## src/rtl/instruction_fetch_pkg.sv

```systemverilog
// Shared opcode constants and IF/ID payload types for the fetch stage.
package instruction_fetch_pkg;

  localparam int unsigned XLEN = 32;

  // RV32 SYSTEM major opcode; ECALL is the all-zero-field SYSTEM instruction.
  localparam logic [6:0]      OPCODE_SYSTEM = 7'b111_0011;
  localparam logic [XLEN-1:0] ECALL_INST    = {25'd0, OPCODE_SYSTEM};

  typedef enum logic {
    FETCH = 1'b0,
    HALT  = 1'b1
  } if_state_e;

  typedef struct packed {
    logic [XLEN-1:0] inst;
    logic [XLEN-1:0] pc;
    logic [XLEN-1:0] pc_plus4;
  } if_id_t;

  // Fetch targets are always word aligned.
  function automatic logic [XLEN-1:0] align_pc(input logic [XLEN-1:0] a);
    return {a[XLEN-1:2], 2'b00};
  endfunction

endpackage

```

## src/rtl/instruction_fetch_pc_register.sv

```systemverilog
// Program counter register with async active-low reset and load enable.
module pc_register
  import instruction_fetch_pkg::*;
#(
  parameter logic [XLEN-1:0] RESET_PC = '0
) (
  input  logic            clk,
  input  logic            reset,
  input  logic            i_load,
  input  logic [XLEN-1:0] i_next_pc,
  output logic [XLEN-1:0] o_pc
);

  logic [XLEN-1:0] r_pc;

  // Load the next PC when enabled, otherwise hold.
  always_ff @(posedge clk or negedge reset) begin
    if (!reset) begin
      r_pc <= RESET_PC;
    end else if (i_load) begin
      r_pc <= i_next_pc;
    end
  end

  assign o_pc = r_pc;

endmodule

```

## src/rtl/instruction_fetch.sv

```systemverilog
// Instruction fetch stage: PC sequencing, IF/ID register, redirect and ECALL halt.
module instruction_fetch
  import instruction_fetch_pkg::*;
#(
  parameter logic [XLEN-1:0] RESET_PC  = 32'h0000_0000,
  parameter logic [XLEN-1:0] HALT_INST = ECALL_INST
) (
  input  logic            clk,
  input  logic            reset,
  output logic [XLEN-1:0] imem_addr,
  input  logic [XLEN-1:0] imem_dout,
  input  logic            redirect_valid,
  input  logic [XLEN-1:0] redirect_pc,
  input  logic            id_ready,
  output logic            if_id_valid,
  output logic [XLEN-1:0] if_id_inst,
  output logic [XLEN-1:0] if_id_pc,
  output logic [XLEN-1:0] if_id_pc_plus4,
  output logic            halted,
  output logic [XLEN-1:0] fetch_count
);

  if_state_e       r_state;
  if_state_e       w_state_next;
  if_id_t          r_if_id;
  if_id_t          w_if_id_next;
  logic            r_valid;
  logic            w_valid_next;
  logic [XLEN-1:0] r_count;
  logic [XLEN-1:0] w_count_next;
  logic [XLEN-1:0] w_pc;
  logic [XLEN-1:0] w_pc_plus4;
  logic [XLEN-1:0] w_pc_next;
  logic            w_pc_load;
  logic            w_accept;

  pc_register #(
    .RESET_PC (RESET_PC)
  ) u_pc_register (
    .clk       (clk),
    .reset     (reset),
    .i_load    (w_pc_load),
    .i_next_pc (w_pc_next),
    .o_pc      (w_pc)
  );

  assign w_pc_plus4 = w_pc + XLEN'(4);
  assign w_accept   = (r_state == FETCH) && !redirect_valid && (!r_valid || id_ready);

  // FSM state register.
  always_ff @(posedge clk or negedge reset) begin
    if (!reset) begin
      r_state <= FETCH;
    end else begin
      r_state <= w_state_next;
    end
  end

  // Next state, next PC and next IF/ID contents; redirect outranks everything.
  always_comb begin
    w_state_next = r_state;
    w_pc_load    = 1'b0;
    w_pc_next    = w_pc;
    w_if_id_next = r_if_id;
    w_valid_next = r_valid;
    w_count_next = r_count;
    if (redirect_valid) begin
      w_state_next = FETCH;
      w_pc_load    = 1'b1;
      w_pc_next    = align_pc(redirect_pc);
      w_valid_next = 1'b0;
    end else if (w_accept) begin
      w_if_id_next = '{inst: imem_dout, pc: w_pc, pc_plus4: w_pc_plus4};
      w_valid_next = 1'b1;
      w_count_next = r_count + XLEN'(1);
      w_pc_load    = 1'b1;
      if (imem_dout == HALT_INST) begin
        // Park on the halting instruction so imem_addr keeps pointing at it.
        w_state_next = HALT;
        w_pc_next    = w_pc;
      end else begin
        w_pc_next    = w_pc_plus4;
      end
    end else if (r_valid && id_ready) begin
      w_valid_next = 1'b0;
    end
  end

  // IF/ID pipeline register and fetch counter.
  always_ff @(posedge clk or negedge reset) begin
    if (!reset) begin
      r_if_id <= '0;
      r_valid <= 1'b0;
      r_count <= '0;
    end else begin
      r_if_id <= w_if_id_next;
      r_valid <= w_valid_next;
      r_count <= w_count_next;
    end
  end

  assign imem_addr      = w_pc;
  assign if_id_valid    = r_valid;
  assign if_id_inst     = r_if_id.inst;
  assign if_id_pc       = r_if_id.pc;
  assign if_id_pc_plus4 = r_if_id.pc_plus4;
  assign halted         = (r_state == HALT);
  assign fetch_count    = r_count;

endmodule
```

## config.mk

```make
export PLATFORM = sky130hd
export DESIGN_NAME = instruction_fetch
export DESIGN_NICKNAME = d
export VERILOG_FILES = /design/src/rtl/instruction_fetch_pkg.sv /design/src/rtl/instruction_fetch_pc_register.sv /design/src/rtl/instruction_fetch.sv
export SDC_FILE = /design/constraint.sdc
export NUM_CORES = 1
export LEC_CHECK = 0
export ABC_CLOCK_PERIOD_IN_PS = 2020
export BUFFER_PORTS_ARGS = -buffer_cell sky130_fd_sc_hd__buf_2
export CAP_MARGIN = 0
export CORE_MARGIN = 2
export CORE_UTILIZATION = 47
export CTS_CLUSTER_DIAMETER = 40
export CTS_CLUSTER_SIZE = 14
export DETAILED_ROUTE_END_ITERATION = 7
export PLACE_DENSITY = 0.77
export RECOVER_POWER = 25
export SYNTH_ARGS = -nofsm -noshare
export SYNTH_HDL_FRONTEND = slang
export SYNTH_HIERARCHICAL = 1
export SYNTH_SLANG_ARGS = --single-unit
```

## constraint.sdc

```tcl
create_clock -name clk -period 2.02 [get_ports clk]
set_input_delay 0.101 -clock clk [delete_from_list [all_inputs] [get_ports clk]]
set_output_delay 0.101 -clock clk [all_outputs]
set_load 0.02 [all_outputs]
```

==> metrics <==
status=finished, violations left; failing checks=setup timing; commonest cells after routing, fill and taps aside=266 x nand2_1, 226 x buf_2, 144 x dfrtp_1; syn nets=880; CP required=2.33 ns; reg2reg setup slack=-0.03 ns; YS warnings=6; drt pass-1 iters=5; DIE AREA=17,570 um2; Chip Height=132.5 um; Sink Count=160; GP Congestion=0.9148; Num CTS Buffers=17; Cells after Synth=810; GRT Resource Usage Total=0.2553; actual slew at the worst max-slew pin=1.118 ns; IO Pins=230; min cycle time layout=2.054 ns; FMAX=486.8 MHz; Pwr Total=0.009773 W; met2 GRT Util=0.4053; Crit Path Category=reg2reg; clk_lat worst skew=0.42 ns; MaxCap Viol Count=0; Slew headroom=0.2548; commonest non-fill, non-tap cell in the layout=nand2_1; DRC violations left=0; row count=46; Final WS setup=-0.03435 ns; CTS tree=done; Seq/Total Area, Yosys=0.5155; Port Buffer Count=227; clock transition at the registers of the reported paths=0.06 ns; DRT antenna net count=0; M3 GR Usage=0.06015; post-synthesis register bit count=160; final-report max-slew violation count=0; Fill cells=1,300; synthesized cell area=7766 um2; non-filler cells, final=1,367; maximum fanout along the worst path=4; starting density of the core=0.4854; EDFF count, synth=0; final number of setup-violating endpoints=4; worst path cell trace=ha_4, nand4_1, nor3_4, and2_4, buf_6, nand2b_4, o211ai_1, nand3_1, mux2_4; first-pass GRT wire length=35.93 mm; placed cell count=1,297; placed wire-length estimate=15.36 mm; nature of the critical path endpoint=flip-flop; core area=16,000 um2; H-tree depth=4; Via density=5.213; largest net degree at the start of global routing=106; Post-synth ARST share=1.000; Main synth FF type=dfrtp_1; share of layout cells above drive strength 1=0.3843; Avg Cell Area, Syn=9.588 um2; Slowest-stage cell, CP=dfrtp_2; Layout Nets=1,209; DR WL/cell=16.39 um; Die W=132.5 um; DR vias=7,126; CP Data Arrival Time=2.36 ns; Place WS=-0.4241 ns; Peak supply drop=711.9 uV; startpoint types=flip-flop; slowest cell delay on critical path=0.42 ns; vias in the first global route=6,910; RSZ-0062 raised after global routing=yes; Cell variety after synth=52; worst min path class=in2reg; met1 GRT Util=0.3428; DRT iter0 DRCs=411; Root Buffer=clkbuf_16; total grt overflow=0; Worst Clk Skew=0.009296 ns; busiest grt layer=met2; Area growth, synth to finish=39.08%; final hold violation count=0; Pleak=5.519 nW; pwr dens=904.8 nW/um2; CTS Buffer Depth=2; Final Cycle Share=1.017; total wire length=22.41 mm; initial antenna violation count=2
[metrics by stage]
step / setup TNS [ns] / hold slack, ns / utilization / area (um2)
finish: -0.06570 / 0.02812 / 0.6751 / 10800
floorplan: -0.1578 / -0.1946 / - / 7869
CTS: -0.04657 / 0.01096 / 0.6664 / 10660
global route: -1.574 / 0.03639 / 0.6749 / 10800
global placement: -7.675 / 0.06628 / 0.6092 / 9747
detailed placement: -8.694 / 0.06362 / 0.6092 / 9747
[worst max-delay path, delay by kind of cell, from the launching register on]
kind            cells  cell delay, ns
compound gates      1            0.17
fa+ha+maj           1            0.14
buf+inv             1            0.10
flops               1            0.42
mux                 1            0.26
simple gates        5            0.85
[layer usage]
layer | vias to the layer above | part of all wire
met5 | - | 0.00031
met4 | 2 | 0.027
met3 | 42 | 0.060
met2 | 247 | 0.47
met1 | 3456 | 0.45
li1 | 3379 | -
[power by group]
part	switching, W	internal [W]
Clock	0.00128	0.00183
Sequential	0.000345	0.00366
Combinational	0.00160	0.00105
[cell type report]
class | count | area (um2) | share of cell area
repair buffers | 356 | 2227 | 0.2062
clock inverters | 10 | 112.6 | 0.01043
inverters | 8 | 30.03 | 0.002780
clock buffers | 20 | 446.7 | 0.04135
flip-flops and latches | 160 | 4024 | 0.3725
diodes | 1 | 2.502 | 0.0002317
well taps | 216 | 270.3 | 0.02502
multi-input cells | 596 | 3689 | 0.3415
[final timing paths]
path / start / end / depth (start not counted)
max reg2reg: u_pc_register/o_pc[3] / u_pc_register/o_pc[30] / 9
max: u_pc_register/o_pc[3] / u_pc_register/o_pc[30] / 9
min in group asynchronous: reset / if_id_pc[16] / 2
min reg2reg: if_id_inst[9] / if_id_inst[9] / 2
min: redirect_pc[22] / u_pc_register/o_pc[22] / 4
max in group asynchronous: reset / u_pc_register/o_pc[3] / 3
[cells in the mapped netlist, types with 2 or more instances]
cell | instances | area [um2]
dfrtp_1 | 160 | 4004
nand3_2 | 2 | 20.02
nor3_1 | 6 | 30.03
mux2_2 | 3 | 33.78
a31o_2 | 2 | 17.52
o311ai_0 | 2 | 17.52
a21oi_1 | 7 | 35.03
o31ai_1 | 2 | 15.01
a211oi_1 | 8 | 60.06
nand2b_1 | 3 | 18.77
and2_1 | 8 | 50.05
nor2_1 | 24 | 90.09
inv_1 | 8 | 30.03
ha_1 | 2 | 25.02
o21ai_1 | 2 | 10.01
clkbuf_1 | 28 | 105.1
buf_1 | 4 | 15.01
buf_2 | 5 | 25.02
o21ai_0 | 41 | 205.2
nor4_1 | 8 | 50.05
buf_4 | 4 | 30.03
nor2b_1 | 8 | 50.05
a221o_1 | 2 | 20.02
and3_1 | 18 | 112.6
xnor2_1 | 44 | 385.4
or3_1 | 7 | 43.79
xor2_1 | 22 | 192.7
mux2_4 | 30 | 450.4
o22ai_1 | 2 | 12.51
nand2_1 | 268 | 1006
o211ai_1 | 4 | 30.03
a311oi_1 | 8 | 70.07
nand3_1 | 28 | 140.1
and4_1 | 4 | 35.03
nand4_1 | 17 | 106.4
buf_12 | 3 | 60.06
[cells by family after synthesis]
family	after synthesis	share of synthesized area
xor+xnor	66	0.07443
fa+ha+maj	2	0.003222
buf+inv	54	0.03625
compound gates	83	0.06702
mux	33	0.06235
simple gates	412	0.2412
flops	160	0.5155
[registers in the layout (all words and copies together), names as in the netlist]
name                flops
fetch_count            32
halted                  1
if_id_inst             32
if_id_pc               32
if_id_pc_plus4         30
if_id_valid             1
u_pc_register/o_pc     32
[timing repair]
item | in CTS | in global routing
setup endpoints to repair | 7 | 30
hold buffers | 33 | 0
setup buffers | 0 | 6
pin swaps | 1 | 18
hold endpoints to repair | 74 | 0
gates resized for setup | 7 | 26
No activity file was read; power rests on OpenSTA's default activity.
